$ cat config.mk
export PLATFORM = sky130hd
export DESIGN_NAME = branch_resolve
export DESIGN_NICKNAME = d
export VERILOG_FILES = /design/src/rtl/branch_resolve.sv
export SDC_FILE = /design/constraint.sdc
export NUM_CORES = 1
export LEC_CHECK = 0
export BUFFER_PORTS_ARGS = -buffer_cell sky130_fd_sc_hd__buf_2
export CAP_MARGIN = 20
export CORE_ASPECT_RATIO = 2
export CORE_MARGIN = 4
export CORE_UTILIZATION = 42
export DETAILED_ROUTE_END_ITERATION = 16
export PLACE_DENSITY = 0.63
export SKIP_LAST_GASP = 1
export SLEW_MARGIN = 10
export SYNTH_ARGS = -nofsm -noshare
export SYNTH_HDL_FRONTEND = slang
export SYNTH_SLANG_ARGS = --single-unit
$ cat constraint.sdc
create_clock -name clk -period 5.6 [get_ports clk]
set_input_delay 0.28 -clock clk [delete_from_list [all_inputs] [get_ports clk]]
set_output_delay 0.28 -clock clk [all_outputs]
set_load 0.01 [all_outputs]
$ cat src/rtl/branch_resolve.sv
// Resolves one conditional branch at a time against the 12-bit comparison-flag register.
// Latency: taken/not-taken decided in the evaluation cycle; redirect pulse and flush start one cycle later.
// Backpressure: o_br_ready low while waiting on an in-flight CMP or flushing; decode holds i_br_valid.
module branch_resolve #(
    parameter int PC_W         = 16,
    parameter int FLUSH_CYCLES = 2
) (
    input  logic            clk,
    input  logic            reset,
    input  logic            i_br_valid,
    input  logic [3:0]      i_br_cond,
    input  logic [PC_W-1:0] i_br_target,
    input  logic            i_cmp_pending,
    input  logic [11:0]     i_comp_reg,
    output logic            o_br_ready,
    output logic            o_stall,
    output logic            o_redirect_valid,
    output logic [PC_W-1:0] o_redirect_pc,
    output logic            o_flush,
    output logic [15:0]     o_taken_cnt
);

    typedef enum logic [1:0] {
        S_IDLE       = 2'd0,
        S_WAIT_FLAGS = 2'd1,
        S_FLUSH      = 2'd2
    } state_t;

    state_t          state;
    state_t          state_nxt;
    logic [3:0]      cond_q;
    logic [PC_W-1:0] target_q;
    logic [3:0]      flush_cnt;
    logic [15:0]     taken_cnt_q;

    logic            accept;
    logic            eval;
    logic            taken;
    logic [3:0]      cond_sel;
    logic [PC_W-1:0] target_sel;
    logic [15:0]     flags_ext;

    // Codes 12..15 land on the zero-extended upper bits, so reserved codes never take.
    assign flags_ext   = {4'b0000, i_comp_reg};
    assign o_taken_cnt = taken_cnt_q;

    // Next-state and handshake/flush outputs; in IDLE the live request is evaluated, otherwise the latched one.
    always_comb begin
        state_nxt  = state;
        o_br_ready = (state == S_IDLE) && !reset;
        accept     = i_br_valid && o_br_ready;
        o_stall    = (state != S_IDLE);
        o_flush    = (state == S_FLUSH);
        eval       = 1'b0;
        cond_sel   = cond_q;
        target_sel = target_q;
        case (state)
            S_IDLE: begin
                cond_sel   = i_br_cond;
                target_sel = i_br_target;
                if (accept) begin
                    if (i_cmp_pending) begin
                        o_stall   = 1'b1;
                        state_nxt = S_WAIT_FLAGS;
                    end else begin
                        eval = 1'b1;
                    end
                end
            end
            S_WAIT_FLAGS: begin
                if (!i_cmp_pending) begin
                    eval      = 1'b1;
                    state_nxt = S_IDLE;
                end
            end
            S_FLUSH: begin
                if (flush_cnt == 4'd1) begin
                    state_nxt = S_IDLE;
                end
            end
            default: begin
                state_nxt = S_IDLE;
            end
        endcase
        taken = eval && flags_ext[cond_sel];
        if (taken) begin
            state_nxt = S_FLUSH;
        end
    end

    // State register; reset drops any branch in flight.
    always_ff @(posedge clk) begin
        if (reset) begin
            state <= S_IDLE;
        end else begin
            state <= state_nxt;
        end
    end

    // Capture the branch on accept so WAIT_FLAGS can evaluate it later.
    always_ff @(posedge clk) begin
        if (reset) begin
            cond_q   <= 4'd0;
            target_q <= '0;
        end else if (accept) begin
            cond_q   <= i_br_cond;
            target_q <= i_br_target;
        end
    end

    // One-cycle redirect pulse after a taken evaluation; the PC holds its last value.
    always_ff @(posedge clk) begin
        if (reset) begin
            o_redirect_valid <= 1'b0;
            o_redirect_pc    <= '0;
        end else begin
            o_redirect_valid <= taken;
            if (taken) begin
                o_redirect_pc <= target_sel;
            end
        end
    end

    // Flush window length: loaded on a taken evaluation, counted down while flushing.
    always_ff @(posedge clk) begin
        if (reset) begin
            flush_cnt <= 4'd0;
        end else if (taken) begin
            flush_cnt <= 4'(FLUSH_CYCLES);
        end else if (state == S_FLUSH) begin
            flush_cnt <= flush_cnt - 4'd1;
        end
    end

    // Saturating count of taken branches.
    always_ff @(posedge clk) begin
        if (reset) begin
            taken_cnt_q <= 16'd0;
        end else if (taken && (taken_cnt_q != 16'hFFFF)) begin
            taken_cnt_q <= taken_cnt_q + 16'd1;
        end
    end

endmodule

======== After elaboration in Yosys (flattened, before gate mapping) ========
Index checks and enable logic that the tools add are counted.
word-level totals
  register bits ........................... 59
  output and inout bits ................... 36
  word-level logic and storage cells ...... 53
operators by class
  add/subtract/negate cells ............... 2
  magnitude comparators ................... 1
  eq/ne operators ......................... 12
  mux-type cells .......................... 18
  reduce and logical (&&, ||, !) cells .... 11
operators by type and width
  operator                                                                      count
  16-bit by 1-bit adder with 16-bit output, second input constant               1
  16-bit 2-to-1 mux                                                             1
  16-bit != test, second input constant                                         1
  2-bit 2-to-1 mux                                                              7
  3-bit != test, second input constant                                          3
  4-bit AND reduction                                                           2
  1-bit 2-to-1 mux                                                              6
  2-bit != test, second input constant                                          3
  2-bit one-hot mux with 3 select lines                                         1
  4-bit by 5-bit less-than comparator with 1-bit output, second input constant  1
  1-bit binary-select mux with 4-bit select                                     1
  4-bit by 1-bit == test with 1-bit output, second input constant               1
  1-bit logical AND                                                             4
  4-bit 2-to-1 mux                                                              1
  2-bit nonzero test                                                            2
  4-bit by 1-bit subtractor with 4-bit output, second input constant            1
  3-bit by 1-bit != test with 1-bit output, second input constant               1
  2-bit by 1-bit == test with 1-bit output, second input constant               1
  2-bit == test, second input constant                                          1
  2-bit logical NOT                                                             1
  2-bit by 1-bit != test with 1-bit output, second input constant               1
  1-bit one-hot mux with 2 select lines                                         1
  2-bit OR reduction                                                            1
  1-bit logical NOT                                                             1

======== Logic depth before layout (Yosys ltp) ========
Gate-level depths: netlist of run 1.
  word-level depth ........................ 8
  mapped depth ............................ 10

======== Least setup slack after synthesis of run 1 ========
OpenSTA, ideal clock, no wires.
  path type ............................... register to register
  start ................................... reg state[0]
  end ..................................... reg taken_cnt_q[12], in the netlist o_taken_cnt[12]
  arrival time ............................ 2.390 ns
  path slack .............................. 3.131 ns
  cell stages (with the launch flop) ...... 10
  buffers on the path ..................... 2
  cell sequence ........................... dfxtp_1 > buf_6 > or3b_4 > and2_1 > buf_6 > mux2i_1 > mux2i_1 > a221oi_4 > or4_1 > a211oi_2
on the way
  word-level cells in the longest chain between the ends .. 7
  elaborated cells on any way between the ends .. 11
  those cells by class .................... eq/ne (1); mux (5); reduce/logical (5)
RTL lines
  element                                                   line  RTL
  from (decl)                                               29    state_t state;
  from (signal assigned)                                    96    state <= state_nxt;
  branches (longest 5 deep; another with 4-bit 2-to-1 mux)  --
  1-bit logical AND (*)                                     85    taken = eval && flags_ext[cond_sel];
  1-bit logical AND (*)                                     139   end else if (taken && (taken_cnt_q != 16'hFFFF)) begin
  to (signal assigned)                                      140   taken_cnt_q <= taken_cnt_q + 16'd1;
  to (decl)                                                 34    logic [15:0] taken_cnt_q;
Every way passes the cells marked *. The select of a mux whose other input is x is not followed.
A chain may end at the register's enable or synchronous reset.

======== Worst setup path after layout of run 1 ========
  start ................................... reg state[0]
  end ..................................... reg taken_cnt_q[4], in the netlist o_taken_cnt[4]
The elaborated chain is that of the path after synthesis.

==> impl_metrics.toml, run 1 <==
[logic_synthesis]
synth_top_area_cell = "dfxtp_1"
netlist.area_leader.share_pct = 34.5
netlist_instances = 428
ys_seq_area_share_pct = 34.5
ys_ff_latch = 59
netlist_area_mm2 = 0.00343
ys.flop_type = "dfxtp_1"
synth_edf_count = 0
synthXorXnorAreaFrac_pct = 0.766
synth-compound-area-share_pct = 21.4
netlist_top_cells_count = "dfxtp_1, nand2_1, o21ai_0"
synth_warnings = 0
yosysMostFrequentCell = "dfxtp_1"
muxShareOfSynthArea_pct = 8.61
synthSimpleGateAreaFrac_pct = 28.2
syn_avg_cell_area_um2 = 8.01
async_flop_share_pct = 0
yosys-top-cells-area = "dfxtp_1, mux2i_1, o21ai_0"
synth_top_family_by_area = "simple AND/OR/NAND/NOR gates"
syn_nets = 467
synth_fa_ha_area_share_pct = 1.09
synth_cell_types = 51

[critical_path]
rr_worst_depth = 8
cpLargestDelayFamily = "compound AO/OA/AOI/OAI gates"
criticalPathCategory = "reg2reg"
slowest_delay_ps = 860
crit_fanout = 28
start_kind = "flip-flop"
critical_path.cell_chain = "nor3b_1, or2_2, o32ai_4, buf_4, nor2_4, a221oi_4, nor3_1, mux2_1"
cp_slowest_cell = "dfxtp_1"
critPathCaptureType = "flip-flop"
crit_cells = 8
worst-path-buf-inv = 1
crit_arrival_ps = 3660
cp_data_required_time_ps = 5810

[floorplanning]
die_h_um = 136
fp-row-count = 46
dieArea_mm2 = 0.00976
ios = 72
core_area_mm2 = 0.00794
die_w_um = 71.9
start_util_pct = 43.2

[timing]
tns_ps = 0
finalHoldViolations = 0
worst_pin_slew_ps = 977
skew_ps = 6.10
whs_ps = 170
fin_crit_sh_pct = 61.7
period_needed_ps = 3460
max_freq_mhz = 289
drv_slew = 0
setup_viol = 0
rsz0062_at_grt = "no"
slew_headroom_pct = 34.9

[global_routing]
grt_max_degree = 67
grt_antenna_before_repair = 0
grt_pass1_wl_um = 14700
overflow = 0
track_usage_pct = 18.8
grt_pass1_vias = 3157

[clocking]
cts_tree = "done"
clk_pin_slew_worst_paths_ps = 50
cts_max_level = 3
cts_resized = 0
cts_hold_buf = 0
clock_path_buffers = 2
cts_buffers = 9
post_cts_buffers = 0
clock_sinks = 59
worst_skew_pair.late_latency_ps = 330
cts_root_buf = "clkbuf_16"

[min_path]
hp-class = "in2reg"
worstHoldPathCells = 3

[place]
dp_hpwl_um = 6310
port_buffers = 71
gp_congestion = 0.861

[layout]
area_delta_synth_final_pct = 20.7
fin_nets = 523
diodes = 0
drive_gt1_share_pct = 22.9

[pwr]
power.density_mw_per_mm2 = 333
ir_drop_mv = 0.216
p_leak_nw = 1.69

[routing]
dr.pass1.iters = 4
drt-total-wl_um = 8910
drc = 0
wl_per_cell_um = 15.2
post_drt_via_cell_ratio = 5.61
routed-via-count = 3282
drt_iter0_drc = 159
ant_nets = 0

[outcome]
status = "finished clean"

[job]
maxCapViolations = 0
## flip-flops by register name (all words and copies together) (netlist names)
register and count:
cond_q 4, flush_cnt 4, o_redirect_pc 16, o_redirect_valid 1
o_taken_cnt 16, state 2, target_q 16
## kinds of logic (layout without fill, tap and decap cells)
logic type | after synthesis | in the layout
flops | 59 | 59
buf+inv | 38 | 99
mux | 29 | 29
fa+ha+maj | 3 | 3
xor+xnor | 3 | 3
compound gates | 117 | 117
simple gates | 179 | 179
## layout make-up
cell class | instances | area (um^2)
Multi-Input combinational cell | 331 | 2070
Clock buffer | 11 | 243
Tap cell | 96 | 120
Inverter | 5 | 18.8
Timing Repair Buffer | 78 | 408
Clock inverter | 5 | 100
Fill cell | 774 | 3810
Sequential cell | 59 | 1180
## report_power, final
group | internal (W) | leakage [nW] | switching (W) | total, W
clock network | 0.000445 | 0.169 | 0.000191 | 0.000636
logic | 0.000106 | 1.04 | 0.000142 | 0.000248
registers | 0.000458 | 0.481 | 0.0000347 | 0.000493
## tightest hold or removal path, cell delays in order
cell and delay (ps):
buf_2 90, nand2_1 40, o21ai_0 60
## metrics by stage
step                cell area, um^2  util, %  std cells  total power [W]  setup slack (ps)
finish                         4140     52.1        585          0.00138              2140
CTS                            4140     52.1        585          0.00140              2130
floorplan                      3430        -        428         0.000679              3130
global route                   4140     52.1        585          0.00144              1920
global placement               3790     47.8        569         0.000746              2230
detailed placement             3790     47.8        569         0.000751              2160
## final timing paths
| path | from | endpoint | slack (ps) |
|---|---|---|---|
| max reg2reg | state[0] | o_taken_cnt[4] | 2140 |
| max | state[0] | o_taken_cnt[4] | 2140 |
| min | i_br_target[8] | target_q[8] | 170 |
| min reg2reg | target_q[15] | target_q[15] | 470 |
## placed cells by master, fill, tap and decap left out, types with 13 or more instances in the layout
cell       n
nor2_1    13
nand3_1   20
buf_2     71
nand2_1   50
a31oi_1   16
a22oi_1   14
o21ai_0   42
and2_1    19
mux2i_1   25
a21oi_1   28
dfxtp_1   59
nand2b_1  23
## layer usage
| metal | vias to the layer above | part of all wire (%) | global-route usage, % |
|---|---|---|---|
| li1 | 1650 | - | - |
| met1 | 1530 | 40 | 20.8 |
| met2 | 84 | 53 | 33.2 |
| met3 | 18 | 4.5 | 3.42 |
| met4 | 0 | 2.8 | 9.94 |
| met5 | - | 0 | 0 |
Note: power is estimated with default switching activity, not from simulation.
==> inputs of run 2 (changes only) <==
Settings changed: ABC_AREA set to 1, PLACE_DENSITY 0.63 to 0.67.
Clock period 5.6 ns to 3.05 ns, I/O delays scaled along.
==> run 2 against run 1 <==
Net effect:
- wire length is 15% lower
- synthesized area is 15% lower
- combinational power is 5% higher
- utilization is 2.1 points higher
- total power is 53% higher
- synthesized cell count is 4.9% lower
- critical path depth is 2 higher
- cell count is 3.6% lower
- clock-buffer cell count is 1 higher
- first-iteration DRC count is 18% higher
- clock skew is 2.1 ps lower
- highest routed layer unchanged
- register-to-register slack worse by 1600 ps
==> impl_metrics.toml, run 2 <==
[critical_path]
cpLargestDelayFamily = "simple AND/OR/NAND/NOR gates"
crit_arrival_ps = 2740
start_kind = "flip-flop"
critical_path.cell_chain = "nor2_2, nand2_1, nand3_1, nand3_1, nand3_1, nand3_2, nand2_4, nor2_8, nand2_1, nand2_1"
worst-path-buf-inv = 0
r2r-start = "state[1]"
cp_slowest_cell = "nor2_2"
startpoint = "state[1]"
critPathCaptureType = "flip-flop"
cp_data_required_time_ps = 3270
slowest_delay_ps = 440
criticalPathCategory = "reg2reg"
crit_fanout = 21

[place]
port_buffers = 71
dp_hpwl_um = 5400
gp_congestion = 0.859

[clocking]
worst_skew_pair.late_latency_ps = 320
cts_buffers = 9
cts_max_level = 3
cts_hold_buf = 0
cts_resized = 0
clock_sinks = 59
cts_root_buf = "clkbuf_16"
post_cts_buffers = 0
cts_tree = "done"
clk_pin_slew_worst_paths_ps = 50
clock_path_buffers = 2

[logic_synthesis]
syn_avg_cell_area_um2 = 7.14
ys.flop_type = "dfxtp_1"
syn_nets = 446
ys_ff_latch = 59
netlist_instances = 407
synth_cell_types = 29
synth_edf_count = 0
ys_seq_area_share_pct = 40.7
yosysMostFrequentCell = "nand2_1"
yosys-top-cells-area = "dfxtp_1, nand2_1, nand3_1"
netlist_top_cells_count = "nand2_1, dfxtp_1, nand3_1"
synth_top_area_cell = "dfxtp_1"
async_flop_share_pct = 0
synth_warnings = 0
netlist_area_mm2 = 0.00290
netlist.area_leader.share_pct = 40.7

[pwr]
p_leak_nw = 1.68
power.density_mw_per_mm2 = 583
ir_drop_mv = 0.371

[global_routing]
grt_antenna_before_repair = 0
overflow = 0
grt_pass1_vias = 2825
grt_max_degree = 41
track_usage_pct = 19.2
grt_pass1_wl_um = 12600

[layout]
final_common_cell = "nand2_1"
fill_cells = 695
diodes = 0
fin_nets = 512
drive_gt1_share_pct = 22.1
layout_common_cells = "nand2_1, buf_2, dfxtp_1"
post-route-util_pct = 54.2
area_delta_synth_final_pct = 24.5

[timing]
max_freq_mhz = 397
drv_slew = 0
slew_headroom_pct = 64.9
rsz0062_at_grt = "no"
finalHoldViolations = 0
worst_pin_slew_ps = 526
period_needed_ps = 2520
setup_viol = 0
skew_ps = 4.03
fin_crit_sh_pct = 82.6
tns_ps = 0

[outcome]
status = "finished clean"

[routing]
drc = 0
post_drt_via_cell_ratio = 5.16
drt-total-wl_um = 7540
dr.pass1.iters = 5
wl_per_cell_um = 13.4
routed-via-count = 2911
drt_iter0_drc = 188
ant_nets = 0

[floorplanning]
ios = 72
start_util_pct = 43.5
die_w_um = 66.8
core_area_mm2 = 0.00667
fp-row-count = 42
dieArea_mm2 = 0.00839
die_h_um = 126

[min_path]
hp-class = "in2reg"
worstHoldStart = "i_br_cond[2]"

[job]
maxCapViolations = 0
[run 2: cell types whose count changed after synthesis, moves of 7 or more]
cell,previous run,this run
mux2i_1,25,0
a31oi_1,17,1
nand4_1,7,18
inv_1,5,33
nor2_1,13,20
clkbuf_1,22,13
xnor2_1,1,8
and2_1,19,0
nand2b_1,23,0
nand2_1,50,98
a22oi_1,14,0
or3_1,7,0
nand3_1,20,50
[run 2: through the flow]
stage | std cells | hold slack (ps) | worst slack [ps] | total power, W | area [um^2]
6_report | 564 | 47.8 | 530 | 0.00211 | 3610
4_1_cts | 563 | 41.3 | 562 | 0.00213 | 3590
5_1_grt | 564 | 67.4 | 281 | 0.00221 | 3610
3_5_place_dp | 549 | 381 | 576 | 0.00110 | 3290
2_1_floorplan | 407 | 263 | 1320 | 0.00103 | 2900
3_3_place_gp | 549 | 377 | 694 | 0.00109 | 3290
[run 2: layout make-up]
class                   instances  area, um^2  share of cell area [%]
clock buffers                  12         267                    7.37
clock inverters                 2        35.0                   0.969
inverters                      36         135                    3.74
multi-input cells             291        1470                    40.8
flip-flops and latches         59        1180                    32.7
well taps                      88         110                    3.05
repair buffers                 76         413                    11.4
[run 2: cell families (layout without fill, tap and decap cells)]
kind of cell / after synthesis / count (layout) / share of synthesized area (%)
flip-flops: 59 / 59 / 40.7
buffers and inverters: 57 / 126 / 8.57
adder cells (fa/ha/maj): 3 / 3 / 1.29
AO/OA/AOI/OAI: 73 / 73 / 13.3
AND/OR/NAND/NOR: 200 / 200 / 31.7
XOR/XNOR: 15 / 15 / 4.52
[run 2: worst paths after layout]
check                                         end  slack, ps  depth (start not counted)
worst max-delay path            o_redirect_pc[12]        530                         10
worst min-delay path                    cond_q[2]         50                          3
worst max register to register  o_redirect_pc[12]        530                         10
worst min register to register        target_q[5]        440                          2
[run 2: report_power, final]
part           switching [W]  leakage, nW  internal [W]
combinational       0.000171         1.04     0.0000906
sequential         0.0000191        0.480      0.000810
clock               0.000329        0.151      0.000687
total               0.000519         1.68       0.00159
[run 2: worst reg2reg max path: cells and delay by family, from the launching register on]
kind             cells  cell delay [ps]
and+or+nand+nor     10             2080
DFF                  1              330
[run 2: layer usage]
metal | up-vias | wire (um) | global-route usage, %
li1 | 1474 | - | -
met1 | 1323 | 2790 | 20.7
met2 | 98 | 4090 | 33.6
met3 | 16 | 430 | 4.58
met4 | 0 | 223 | 9.82
met5 | - | 0 | 0
==> inputs of run 3 (changes only) <==
Clock period 3.05 ns to 2.2 ns, I/O delays scaled along.
==> run 3 against run 2 <==
Net effect:
- sequential cell count stayed put
- wire length shrank 1.8%
- register-to-register slack worse by 350 ps
- sequential share of layout area decreased by 0.068 points
- clock skew grew 1.1 ps
- total power increased by 31%
- cell count up 1.2%
- utilization rose by 0.11 points
- fmax rose by 25%
==> impl_metrics.toml, run 3 (synthesis gave the netlist of run 2 again) <==
[outcome]
status = "finished clean"

[routing]
drt_iter0_drc = 214
ant_nets = 0
wl_per_cell_um = 13.0
drc = 0
routed-via-count = 2915
dr.pass1.iters = 4
post_drt_via_cell_ratio = 5.11
drt-total-wl_um = 7400

[critical_path]
critPathCaptureType = "flip-flop"
slowest_delay_ps = 340
worst-path-buf-inv = 1
start_kind = "flip-flop"
criticalPathCategory = "reg2reg"
rr_worst_depth = 11
cp_slowest_cell = "dfxtp_1"
reg2reg_slack_ps = 180
crit_cells = 11
cpLargestDelayFamily = "simple AND/OR/NAND/NOR gates"
cp_data_required_time_ps = 2470
crit_fanout = 21
critical_path.cell_chain = "inv_2, nand2_2, nand2_1, nand3_1, nand3_1, nand3_2, a21oi_4, nand2_8, nor2_8, nand2_1, nand2_1"
cpMostUsedCell = "nand2_1"
crit_arrival_ps = 2290

[pwr]
p_leak_nw = 1.66
p_comb_share_pct = 13.7
ir_drop_mv = 0.568
net-switching-power_w = 0.000757
netSwitchingFraction_pct = 27.4
power.density_mw_per_mm2 = 764
p_int_w = 0.00201
power.share.clock_pct = 44.7
seq_power_share_pct = 41.6
fin_total_pwr_w = 0.00277

[layout]
area_delta_synth_final_pct = 24.7
drive_gt1_share_pct = 23.2
fin_cells = 571
fill_cells = 694
design_area_mm2 = 0.00362
layout_common_cells = "nand2_1, buf_2, dfxtp_1"
fin_nets = 517
final_common_cell = "nand2_1"
diodes = 0

[place]
dpl_cell_area_mm2 = 0.00332
dp_hpwl_um = 5500
gp_congestion = 0.852
dp_cells = 554
port_buffers = 71

[floorplanning]
die_h_um = 126
dieArea_mm2 = 0.00839
die_w_um = 66.8
start_util_pct = 43.5
core_area_mm2 = 0.00667
ios = 72
fp-row-count = 42

[timing]
tns_ps = 0
max_freq_mhz = 495
finalHoldViolations = 0
fin_crit_sh_pct = 91.9
setup_viol = 0
skew_ps = 5.17
slew_headroom_pct = 74.9
worst_pin_slew_ps = 375
rsz0062_at_grt = "no"
period_needed_ps = 2020
drv_slew = 0

[min_path]
worstHoldPathCells = 3
hp-class = "in2reg"

[clocking]
cts_tree = "done"
cts_max_level = 3
clock_path_buffers = 2
clock_sinks = 59
clk_pin_slew_worst_paths_ps = 50
cts_hold_buf = 0
worst_skew_pair.late_latency_ps = 320
cts_buffers = 9
cts_root_buf = "clkbuf_16"

[global_routing]
track_usage_pct = 19.1
overflow = 0
grt_antenna_before_repair = 0
grt_max_degree = 41
grt_pass1_vias = 2973
grt_pass1_wl_um = 12500

[job]
maxCapViolations = 0
[run 3: cell types whose count changed in the layout (fill, tap and decap cells not counted), sizes merged]
cell / delta
clkinv: +2
bufinv: -1
buf: +5
clkinvlp: +4
clkbuf: -3
[run 3: routing by layer]
metal / part of all wire (%) / wire length [um] / global-route usage (%) / vias up
met1: 38 / 2780 / 19.4 / 1324
met3: 5.5 / 404 / 4.58 / 16
li1: - / - / - / 1489
met2: 54 / 4000 / 33.6 / 86
met5: 0 / 0 / 0 / -
met4: 3.0 / 219 / 11.7 / 0
[run 3: worst paths after layout]
path | from | to
min | i_br_cond[2] | cond_q[2]
max | state[1] | o_redirect_pc[11]
min reg2reg | target_q[1] | target_q[1]
max reg2reg | state[1] | o_redirect_pc[11]
[run 3: layout make-up]
cell class,instances,area (um^2),share of cell area (%)
Clock inverter,7,45.0,1.24
Multi-Input combinational cell,291,1500,41.3
Inverter,36,135,3.73
Tap cell,88,110,3.04
Clock buffer,9,225,6.22
Timing Repair Buffer,81,430,11.9
Sequential cell,59,1180,32.6
[run 3: through the flow]
stage | hold WS, ps | setup slack (ps) | utilization [%]
after floorplan | 220 | 466 | -
after global placement | 340 | 239 | 49.8
after detailed placement | 347 | 102 | 49.8
after CTS | 4.33 | 82.5 | 53.8
after global routing | 29.2 | 2.78 | 54.3
final | 25.3 | 179 | 54.3
[run 3: tightest hold or removal path: cells and delay by family]
family / cells / cell delay [ps]
AND/OR/NAND/NOR: 2 / 100
buffers and inverters: 1 / 110
[run 3: timing repair]
item	4_1_cts	5_1_grt
setup endpoints to repair	0	37
setup buffers	0	1
resized for setup	0	3
endpoints found under the hold margin	0	0
[run 3: power groups by stage]
stage	clock network, W	registers [W]	logic [W]
2_1_floorplan	0	0.00117	0.000253
3_3_place_gp	0	0.00117	0.000361
3_5_place_dp	0	0.00117	0.000370
4_1_cts	0.00127	0.00115	0.000372
5_1_grt	0.00132	0.00115	0.000432
6_report	0.00124	0.00115	0.000379
